## src/rtl/xbar_slave_mem_model_pkg.sv

```systemverilog
// Shared widths and command encoding for the crossbar slave memory model.
package xbar_slave_mem_model_pkg;
   localparam int ADDR_W = 32;
   localparam int DATA_W = 32;

   typedef enum logic {
      CMD_READ  = 1'b0,
      CMD_WRITE = 1'b1
   } cmd_e;
endpackage

```

## src/rtl/xbar_slave_mem_model_resp_fifo.sv

```systemverilog
// In-order read-response FIFO; head entry is visible combinationally.
module resp_fifo
   import xbar_slave_mem_model_pkg::*;
#(
   parameter int WIDTH = DATA_W,
   parameter int DEPTH = 4
) (
   input  logic             clk_i,
   input  logic             rst_i,
   input  logic             push,
   input  logic [WIDTH-1:0] push_data,
   input  logic             pop,
   output logic [WIDTH-1:0] head_data,
   output logic             full,
   output logic             empty
);
   localparam int PW = (DEPTH > 1) ? $clog2(DEPTH) : 1;

   logic [WIDTH-1:0] r_buf [DEPTH];
   logic [PW-1:0]    r_wr_ptr;
   logic [PW-1:0]    r_rd_ptr;
   logic [PW:0]      r_count;
   logic             w_push_ok;
   logic             w_pop_ok;

   assign full      = (r_count == (PW+1)'(DEPTH));
   assign empty     = (r_count == '0);
   assign w_push_ok = push & ~full;
   assign w_pop_ok  = pop & ~empty;
   assign head_data = r_buf[r_rd_ptr];

   always_ff @(posedge clk_i or negedge rst_i) begin
      if (!rst_i) begin
         r_wr_ptr <= '0;
         r_rd_ptr <= '0;
         r_count  <= '0;
      end else begin
         if (w_push_ok)
            r_wr_ptr <= (r_wr_ptr == PW'(DEPTH-1)) ? '0 : r_wr_ptr + 1'b1;
         if (w_pop_ok)
            r_rd_ptr <= (r_rd_ptr == PW'(DEPTH-1)) ? '0 : r_rd_ptr + 1'b1;
         case ({w_push_ok, w_pop_ok})
            2'b10:   r_count <= r_count + 1'b1;
            2'b01:   r_count <= r_count - 1'b1;
            default: r_count <= r_count;
         endcase
      end
   end

   // Storage is left out of reset so it maps onto plain RAM.
   always_ff @(posedge clk_i) begin
      if (w_push_ok)
         r_buf[r_wr_ptr] <= push_data;
   end
endmodule

```

## config.mk

```make
export PLATFORM = sky130hd
export DESIGN_NAME = resp_fifo
export DESIGN_NICKNAME = d
export VERILOG_FILES = /design/src/rtl/xbar_slave_mem_model_pkg.sv /design/src/rtl/xbar_slave_mem_model_resp_fifo.sv
export SDC_FILE = /design/constraint.sdc
export NUM_CORES = 1
export LEC_CHECK = 0
export ABC_AREA = 0
export CAP_MARGIN = 20
export CELL_PAD_IN_SITES_DETAIL_PLACEMENT = 0
export CELL_PAD_IN_SITES_GLOBAL_PLACEMENT = 1
export CORE_ASPECT_RATIO = 0.75
export CORE_MARGIN = 8
export CORE_UTILIZATION = 47
export CTS_CLUSTER_DIAMETER = 80
export CTS_CLUSTER_SIZE = 16
export DETAILED_ROUTE_END_ITERATION = 16
export GPL_TIMING_DRIVEN = 0
export HOLD_SLACK_MARGIN = 0.02
export PLACE_DENSITY_LB_ADDON = 0.1
export RECOVER_POWER = 50
export SLEW_MARGIN = 0
export SYNTH_ARGS = -nofsm -noshare
export SYNTH_HDL_FRONTEND = slang
export SYNTH_SLANG_ARGS = --single-unit
```

## constraint.sdc

```tcl
create_clock -name clk_i -period 6.35 [get_ports clk_i]
set_clock_uncertainty 0.15 [all_clocks]
set_input_delay 1.27 -clock clk_i [delete_from_list [all_inputs] [get_ports clk_i]]
set_output_delay 1.27 -clock clk_i [all_outputs]
set_load 0.01 [all_outputs]
```

==> flow_summary.ini <==
[status]
status = finished with violations
violations = capacitance limit, slew limit

[global_routing]
met3_usage = 0.0509
grt_pass1_wl_mm = 14.0
grt_pass1_vias = 2519
antenna_found_initial = 0
top_usage_layer = met2
grtUsageTotal = 0.132
grt-ovfl-total = 0
met1_usage = 0.163
grt_start_max_net_pins = 33
use_met2 = 0.209

[synth]
synth_nets = 251
synthTopCellsByCount = edfxtp_1, mux4_2, dfrtp_1, inv_1, ha_1
avgSynthCellArea_um2 = 24.6
ys_types = 21
synth_area_leader_cell = edfxtp_1
synth_edf_count = 128
syn_inst = 208
synth_top_area_frac = 0.751
ys_async_sr_fraction = 0.0519
ys_top_cells_by_area = edfxtp_1, mux4_2, dfrtp_1, mux4_1, ha_1
synth_most_common_cell = edfxtp_1
ys_ff_latch = 135
yosysSeqAreaShare = 0.786
syn_area_um2 = 5120
synth_top_flop_cell = edfxtp_1
yosys_warnings = 0

[clock_tree]
cts_hold_buf = 0
cts_setup_buffers = 0
clk_path_buf_depth = 2
cts_buffers = 17
clockRootBuffer = clkbuf_16
cts_tree = yes
clkTransAtPathRegs_ps = 60
clock_sinks = 135
htree_levels = 4
cts-resized-gates = 0
clk_latency_ps = 410

[placed_design]
place_hpwl_mm = 5.28
place_congestion = 0.656
place_area_um2 = 5990
dp.cells = 417
dp_worst_setup_slack_ps = 2950
port_buffers = 69

[drt]
drtIter0Drc = 171
drc = 0
via_per_inst = 5.14
firstDrtPassIters = 5
num_vias = 2307
wl_per_cell_um = 19.8
ant_nets = 0
drt_wl_total_mm = 8.90

[sta]
relSlewSlack = -0.535
layout_setup_ws_ps = 2250
max_freq_mhz = 244
period_share = 0.645
finalSetupTns_ps = 0
min_period_ps = 4100
setup_viol = 0
worstMarginPinSlew_ps = 2300
hold_viol = 0
maxSlewViolCount = 33
rsz0062_at_grt = no

[layout]
regArea_um2 = 4020
final_layout_size_suffix_gt1_frac = 0.243
finalNetCount = 339
stdcell_area_um2 = 6550
syn2layout_area_growth_pct = 28.1
num_antenna_cells = 0
final_cells = 449
n_fill_cell = 788
multi_input_area_um2 = 982

[worst_setup_path]
worstPathMaxFanout = 32
start_kind = input pin
critPathKind = in -> reg
crit_arrival_ps = 3920
end_kind = flop
required_ps = 6180

[floorplan]
die_y_um = 106
dieArea_um2 = 14500
start_util = 0.475
core-area_um2 = 10800
ioPinCount = 70
die_w_um = 136
std_cell_rows = 33

[min_path]
hold_class = reg -> reg

[power_and_ir_drop]
seq_power_share = 0.390
ir_drop_mv = 0.321
clockPowerShare = 0.292
power_switching_mw = 0.883
p_leak_nw = 2.23
power_mw = 3.17
swShare = 0.278
internal_power_mw = 2.29
p_comb_frac = 0.318
power.density_nw_per_um2 = 484

[job]
cap_violations = 1
[power groups by stage]
stage	clock [mW]	sequential, mW	combinational, mW
2_1_floorplan	0	1.24	0.599
3_3_place_gp	0	1.25	1.03
3_5_place_dp	0	1.25	1.04
4_1_cts	0.940	1.24	1.05
5_1_grt	0.975	1.25	1.10
6_report	0.925	1.24	1.01
[critical path, cell delays in order]
cell and delay [ps]:
dlygate4sd3_1 510, nor2b_1 380, and2_0 1750
[final timing paths]
kind                                      endpoint  slack, ps                   start  cells past startpoint
max reg2reg                  r_buf[1][6]$_DFFE_PP_       3070  r_count[2]$_DFFE_PN0P_                      3
min in group asynchronous  r_wr_ptr[1]$_DFFE_PN0P_       1050                   rst_i                      1
min                         r_count[2]$_DFFE_PN0P_        350  r_count[2]$_DFFE_PN0P_                      1
min reg2reg                 r_count[2]$_DFFE_PN0P_        350  r_count[2]$_DFFE_PN0P_                      1
max                          r_buf[1][6]$_DFFE_PP_       2250                    push                      3
max in group asynchronous  r_rd_ptr[0]$_DFFE_PN0P_       4740                   rst_i                      1
[state kept, by name (all words and copies together) (netlist names)]
signal	count
r_buf	128
r_count	3
r_rd_ptr	2
r_wr_ptr	2
[placed cells by master, fill, tap and decap left out]
cell type	synthesis	layout
and2_0	0	1
and2_2	0	3
buf_12	3	3
buf_2	3	3
buf_6	1	1
bufinv_16	0	1
clkbuf_1	1	1
clkbuf_16	0	17
clkdlybuf4s50_1	0	34
clkinv_2	0	2
clkinv_4	0	6
clkinvlp_4	0	1
dfrtp_1	7	7
dlygate4sd3_1	0	35
edfxtp_1	128	128
fa_1	1	1
ha_1	6	6
inv_1	7	7
inv_6	0	5
mux2_2	4	4
mux2i_1	1	1
mux4_1	4	4
mux4_2	28	28
nand2b_1	1	1
nor2_1	3	3
nor2b_1	0	1
nor3_1	1	1
nor3b_2	1	1
xnor2_1	1	1
xor2_1	2	2
[cell families (layout without fill, tap and decap cells)]
group / after synthesis / after routing / synth area share
buffers and inverters: 15 / 116 / 0.0227
DFF: 135 / 135 / 0.786
and+or+nand+nor: 11 / 11 / 0.0134
xor gates and xnor gates: 3 / 3 / 0.00514
adders and majority gates: 7 / 7 / 0.0186
muxes: 37 / 37 / 0.155
[per-stage QoR]
| stage | hold WS (ps) | utilization |
|---|---|---|
| final | 346 | 0.608 |
| after global routing | 372 | 0.608 |
| after CTS | 348 | 0.608 |
| after detailed placement | 342 | 0.556 |
| after global placement | 320 | 0.555 |
| after floorplan | 304 | - |
[metal layers]
| metal | vias up | share of wire |
|---|---|---|
| met5 | - | 0 |
| met2 | 61 | 0.51 |
| met1 | 1192 | 0.43 |
| met3 | 9 | 0.055 |
| li1 | 1045 | - |
| met4 | 0 | 0.0087 |
[layout make-up]
| cell class | instances | share of cell area |
|---|---|---|
| Sequential cell | 135 | 0.613 |
| Multi-Input combinational cell | 58 | 0.150 |
| Timing Repair Buffer | 69 | 0.105 |
| Clock buffer | 17 | 0.0649 |
| Tap cell | 140 | 0.0267 |
| Clock inverter | 15 | 0.0220 |
| Buffer | 8 | 0.0137 |
| Inverter | 7 | 0.00401 |
(Power assumes the default switching activity.)
